$ cat src/rtl/fp_mult_collector.sv
// fp_mult_collector: result collector placed directly downstream of the FP multiplier.
// A {valid, tag} shadow pipeline tracks each issued multiply. Results are captured
// into a first-word-fall-through FIFO. A credit counter throttles issue so that the
// non-stallable multiplier can never overrun the FIFO.
// Optional feature macro: FP_MULT_FLAGS_EN stores {nan, inf, zero} flags per result.
// When it is undefined, out_flags is tied to zero.

`ifndef FP_MULT_LATENCY
`define FP_MULT_LATENCY 4
`endif

// Checker: pushing into a full result FIFO is a fatal error.
module fp_mult_collector_chk #(
  parameter int FIFO_DEPTH = 4,
  parameter int CW         = 3
) (
  input logic          clk,
  input logic          rst,
  input logic          push,
  input logic [CW-1:0] count
);
  // Overflow guard: the credit scheme must make this unreachable.
  assert property (@(posedge clk) disable iff (!rst) !(push && (count == CW'(FIFO_DEPTH))))
    else $fatal(1, "fp_mult_collector: push into full result FIFO");
endmodule

module fp_mult_collector #(
  parameter int DATA_WIDTH = 32,
  parameter int TAG_WIDTH  = 6,
  parameter int LATENCY    = `FP_MULT_LATENCY,
  parameter int FIFO_DEPTH = 4
) (
  input  logic                              clk,
  input  logic                              rst,
  input  logic                              issue_valid,
  input  logic [TAG_WIDTH-1:0]              issue_tag,
  output logic                              issue_ready,
  output logic                              mult_enable,
  input  logic [DATA_WIDTH-1:0]             mult_res,
  output logic                              out_valid,
  output logic [DATA_WIDTH-1:0]             out_data,
  output logic [TAG_WIDTH-1:0]              out_tag,
  output logic [2:0]                        out_flags,
  input  logic                              out_ready,
  output logic [$clog2(FIFO_DEPTH+1)-1:0]   occupancy,
  output logic                              busy
);
  localparam int CW    = $clog2(FIFO_DEPTH + 1);
  localparam int PW    = (FIFO_DEPTH > 1) ? $clog2(FIFO_DEPTH) : 1;
  localparam int EXP_W = (DATA_WIDTH == 64) ? 11 : ((DATA_WIDTH == 16) ? 5 : 8);
  localparam int MAN_W = DATA_WIDTH - 1 - EXP_W;

  logic [LATENCY-1:0]    sh_valid_r;
  logic [TAG_WIDTH-1:0]  sh_tag_r [LATENCY];
  logic [DATA_WIDTH-1:0] data_mem_r [FIFO_DEPTH];
  logic [TAG_WIDTH-1:0]  tag_mem_r [FIFO_DEPTH];
  logic [PW-1:0]         wr_ptr_r;
  logic [PW-1:0]         rd_ptr_r;
  logic [CW-1:0]         occ_r;
  logic [CW-1:0]         count_r;
  logic                  issue_s;
  logic                  push_s;
  logic                  pop_s;

  // Pointer advance with wrap at FIFO_DEPTH (depth need not be a power of two).
  function automatic logic [PW-1:0] next_ptr(input logic [PW-1:0] p);
    return (p == PW'(FIFO_DEPTH - 1)) ? {PW{1'b0}} : (p + PW'(1));
  endfunction

  // Credits come from the registered occupancy only, so a same-cycle pop does not bypass.
  assign issue_ready = (occ_r < CW'(FIFO_DEPTH));
  assign issue_s     = issue_valid & issue_ready;
  assign mult_enable = issue_s;
  assign push_s      = sh_valid_r[LATENCY-1];
  assign out_valid   = (count_r != {CW{1'b0}});
  assign pop_s       = out_valid & out_ready;
  assign occupancy   = occ_r;
  assign busy        = (occ_r != {CW{1'b0}});
  assign out_data    = data_mem_r[rd_ptr_r];
  assign out_tag     = tag_mem_r[rd_ptr_r];

  // Shadow valids shift every cycle. Reset drops in-flight results so they are never pushed.
  always_ff @(posedge clk or negedge rst) begin
    if (!rst) begin
      sh_valid_r <= {LATENCY{1'b0}};
    end else begin
      for (int i = LATENCY - 1; i > 0; i--) sh_valid_r[i] <= sh_valid_r[i-1];
      sh_valid_r[0] <= issue_s;
    end
  end

  // Shadow tags follow the valids. Tags are only meaningful where the matching valid is set.
  always_ff @(posedge clk) begin
    for (int i = LATENCY - 1; i > 0; i--) sh_tag_r[i] <= sh_tag_r[i-1];
    sh_tag_r[0] <= issue_tag;
  end

  // FIFO pointers and entry count. The count drives out_valid.
  always_ff @(posedge clk or negedge rst) begin
    if (!rst) begin
      wr_ptr_r <= {PW{1'b0}};
      rd_ptr_r <= {PW{1'b0}};
      count_r  <= {CW{1'b0}};
    end else begin
      if (push_s) wr_ptr_r <= next_ptr(wr_ptr_r);
      if (pop_s)  rd_ptr_r <= next_ptr(rd_ptr_r);
      case ({push_s, pop_s})
        2'b10:   count_r <= count_r + CW'(1);
        2'b01:   count_r <= count_r - CW'(1);
        default: count_r <= count_r;
      endcase
    end
  end

  // Credit counter: in-flight plus buffered results.
  always_ff @(posedge clk or negedge rst) begin
    if (!rst) begin
      occ_r <= {CW{1'b0}};
    end else begin
      case ({issue_s, pop_s})
        2'b10:   occ_r <= occ_r + CW'(1);
        2'b01:   occ_r <= occ_r - CW'(1);
        default: occ_r <= occ_r;
      endcase
    end
  end

  // Capture the multiplier result and its tag when the last shadow stage is valid.
  always_ff @(posedge clk) begin
    if (push_s) begin
      data_mem_r[wr_ptr_r] <= mult_res;
      tag_mem_r[wr_ptr_r]  <= sh_tag_r[LATENCY-1];
    end
  end

`ifdef FP_MULT_FLAGS_EN
  logic [2:0] flag_mem_r [FIFO_DEPTH];

  // Classify an IEEE value as {nan, inf, zero}. The sign bit is ignored.
  function automatic logic [2:0] calc_flags(input logic [DATA_WIDTH-1:0] r);
    logic exp_ones;
    logic exp_zero;
    logic man_zero;
    exp_ones = &r[DATA_WIDTH-2 -: EXP_W];
    exp_zero = ~|r[DATA_WIDTH-2 -: EXP_W];
    man_zero = ~|r[MAN_W-1:0];
    return {exp_ones & ~man_zero, exp_ones & man_zero, exp_zero & man_zero};
  endfunction

  // Store the flags alongside the captured data.
  always_ff @(posedge clk) begin
    if (push_s) flag_mem_r[wr_ptr_r] <= calc_flags(mult_res);
  end

  assign out_flags = flag_mem_r[rd_ptr_r];
`else
  assign out_flags = 3'b000;
`endif

  fp_mult_collector_chk #(.FIFO_DEPTH(FIFO_DEPTH), .CW(CW)) u_chk (
    .clk   (clk),
    .rst   (rst),
    .push  (push_s),
    .count (count_r)
  );
endmodule

$ cat config.mk
export PLATFORM = sky130hd
export DESIGN_NAME = fp_mult_collector
export DESIGN_NICKNAME = d
export VERILOG_FILES = /design/src/rtl/fp_mult_collector.sv
export SDC_FILE = /design/constraint.sdc
export NUM_CORES = 1
export LEC_CHECK = 0
export BUFFER_PORTS_ARGS = -buffer_cell sky130_fd_sc_hd__buf_4
export CORE_ASPECT_RATIO = 1.5
export CORE_MARGIN = 8
export CORE_UTILIZATION = 57
export DETAILED_ROUTE_END_ITERATION = 8
export PLACE_DENSITY_LB_ADDON = 0.1
export REMOVE_ABC_BUFFERS = 1
export SKIP_CTS_REPAIR_TIMING = 1
export SYNTH_ARGS = -nofsm -noshare
export SYNTH_HDL_FRONTEND = slang
export SYNTH_SLANG_ARGS = --single-unit
$ cat constraint.sdc
create_clock -name clk -period 2.4 [get_ports clk]
set_input_delay 0.12 -clock clk [delete_from_list [all_inputs] [get_ports clk]]
set_output_delay 0.12 -clock clk [all_outputs]
set_load 0.05 [all_outputs]
==> flow_metrics.env <==
export IMPL_clkTransAtPathRegs_ns=0.07
export IMPL_first_global_vias=3336
export IMPL_final_cell_mix="152 x edfxtp_1, 93 x buf_4, 40 x dlygate4sd3_1"
export IMPL_dieArea_sq_um=15600
export IMPL_rsz0062_at_grt="no"
export IMPL_syn_area_per_cell_sq_um=23.5
export IMPL_grt_max_degree=25
export IMPL_num_rows=48
export IMPL_die_w_microns=105
export IMPL_drive_gt1_share_pct=39.7
export IMPL_drv_slew=0
export IMPL_cp_max_fo=19
export IMPL_max_freq_mhz=456
export IMPL_clock_latency_ns=0.42
export IMPL_routed_wl_microns=11700
export IMPL_cts_root_buffer="clkbuf_16"
export IMPL_n_fill_cell=682
export IMPL_drc=0
export IMPL_hpwl_microns=7020
export IMPL_grt_total_usage_pct=15.2
export IMPL_place_congestion=0.671
export IMPL_core_sq_um=11500
export IMPL_clkSinkCount=190
export IMPL_cts_inserted_buffers=17
export IMPL_hold_worst_slack_ns=0.0636
export IMPL_cellPowerDensity_nw_per_um2=1330
export IMPL_worstPathRequired_ns=2.28
export IMPL_hold_class="input pin to flop"
export IMPL_min_period_ns=2.19
export IMPL_setup_violations=0
export IMPL_fp_dieH_microns=149
export IMPL_ir_drop_uv=1180
export IMPL_via_per_inst=5.22
export IMPL_synthToLayoutAreaGrowth_pct=27.8
export IMPL_min_path_cells=3
export IMPL_drtIter0Drc=141
export IMPL_ys_seq_area_share_pct=80.0
export IMPL_vias=3111
export IMPL_end_kind="output port"
export IMPL_finalHoldViolCount=0
export IMPL_pre_cts_slack_ns=0.492
export IMPL_h_tree_depth=4
export IMPL_drt_first_pass_iters=4
export IMPL_ioPinCount=90
export IMPL_tns_ns=0
export IMPL_synth_top_area_cell="edfxtp_1"
export IMPL_start_util_pct=58.5
export IMPL_leakage_nw=3.17
export IMPL_syn_inst=287
export IMPL_synth_seq_cells=190
export IMPL_netlist_cell_type_count=24
export IMPL_nNetsFinal=484
export IMPL_yosys_warnings=0
export IMPL_worstPathArrival_ns=2.07
export IMPL_slew_headroom_pct=64.7
export IMPL_crit_type="flop to output port"
export IMPL_synth_top_area_share_pct=67.7
export IMPL_tightest_slew_ns=0.529
export IMPL_grt_overflow_total=0
export IMPL_port_buffers=86
export IMPL_diodes=0
export IMPL_skew_ns=0.0103
export IMPL_finalCritPeriodShare_pct=91.3
export IMPL_fin_ws_ns=0.208
export IMPL_rr_worst_depth=9
export IMPL_start_kind="flop"
export IMPL_final_common_cell="edfxtp_1"
export IMPL_synth_area_leaders="edfxtp_1 68%, mux4_2 13%, dfxtp_1 7.1%"
export IMPL_antenna_found_initial=0
export IMPL_outcome="finished clean"
export IMPL_wire_per_inst_microns=19.6
export IMPL_cts_buffer_depth=2
export IMPL_cts_tree="done"
export IMPL_drv_cap=0
export IMPL_netlist_area_sq_um=6740
export IMPL_grt_pass1_wl_microns=17900
export IMPL_ant_nets=0
==> sequential cells by signal, summed over array words and instances, names as in the netlist <==
signal / flops
count_r: 3
data_mem_r: 128
occupancy: 3
rd_ptr_r: 2
sh_tag_r: 24
sh_valid_r: 4
tag_mem_r: 24
wr_ptr_r: 2
==> stage by stage <==
stage	instance area [sq um]	std cells	util, %	total power [mW]
final	8620	596	74.7	11.4
after global routing	8620	596	74.7	11.9
after CTS	8220	556	71.3	11.5
after detailed placement	7590	524	65.8	8.63
after global placement	7590	524	65.8	8.57
after floorplan	6610	277	-	7.32
==> synthesized netlist by cell type <==
library cell    n
mux2_2          2
or3_1           1
dfrtp_1        14
mux2i_1         2
xnor2_1         3
conb_1          1
buf_12          4
nand2_1         2
xor2_1          3
buf_4           4
buf_2           3
o21ai_0         2
buf_6           1
nor2_1          3
edfxtp_1      152
nand2_2         1
or3_4           1
mux4_2         38
nand3_1         1
and2_1          4
fa_1            2
dfxtp_1        24
inv_1          12
ha_1            7
==> final cells by class <==
class                      count  area (sq um)  area share (%)
clock buffer                  19           475            5.52
tap                          150           188            2.18
timing repair buffer         137          1180            13.7
sequential                   190          5400            62.6
multi-input combinational     75          1180            13.7
inverter                      12          45.0           0.523
clock inverter                13           156            1.81
==> power breakdown <==
part / switching [mW] / total [mW] / leakage [nW] / internal (mW)
logic: 2.64 / 4.23 / 1.10 / 1.59
registers: 0.277 / 4.33 / 1.75 / 4.06
clock network: 1.26 / 2.88 / 0.313 / 1.62
total: 4.18 / 11.4 / 3.17 / 7.26
==> kinds of logic (layout without fill, tap and decap cells) <==
family | after synthesis | after routing | synth area share [%]
DFF | 190 | 190 | 80.0
AOI/OAI and AO/OA | 2 | 2 | 0.148
buffers and inverters | 24 | 181 | 2.69
xor gates and xnor gates | 6 | 6 | 0.780
and+or+nand+nor | 13 | 13 | 1.08
adders and majority gates | 9 | 9 | 1.89
other | 1 | 3 | 0.0556
muxes | 42 | 42 | 13.3
==> path summary, 6_finish.rpt <==
| kind | from | end | slack, ns |
|---|---|---|---|
| max | rd_ptr_r[0] | out_tag[5] | 0.21 |
| min | out_ready | rd_ptr_r[1] | 0.06 |
| max reg2reg | count_r[0] | count_r[2] | 0.49 |
| min reg2reg | sh_tag_r[2][2] | sh_tag_r[3][2] | 0.33 |
| max in group asynchronous | rst | rd_ptr_r[0] | 2.15 |
| min in group asynchronous | rst | count_r[2] | 0.08 |
==> critical path, stage by stage, from the launching register on <==
cell,delay (ns)
dfrtp_2,0.62
buf_12,0.25
mux4_2,0.56
buf_4,0.21
==> layer usage <==
layer | GRT usage (%) | routed length (microns) | up-vias
li1 | - | - | 1425
met1 | 18.0 | 4840 | 1597
met2 | 25.3 | 6260 | 83
met3 | 5.36 | 507 | 6
met4 | 5.45 | 102 | 0
met5 | 0 | 0 | -
(Power assumes the default switching activity.)
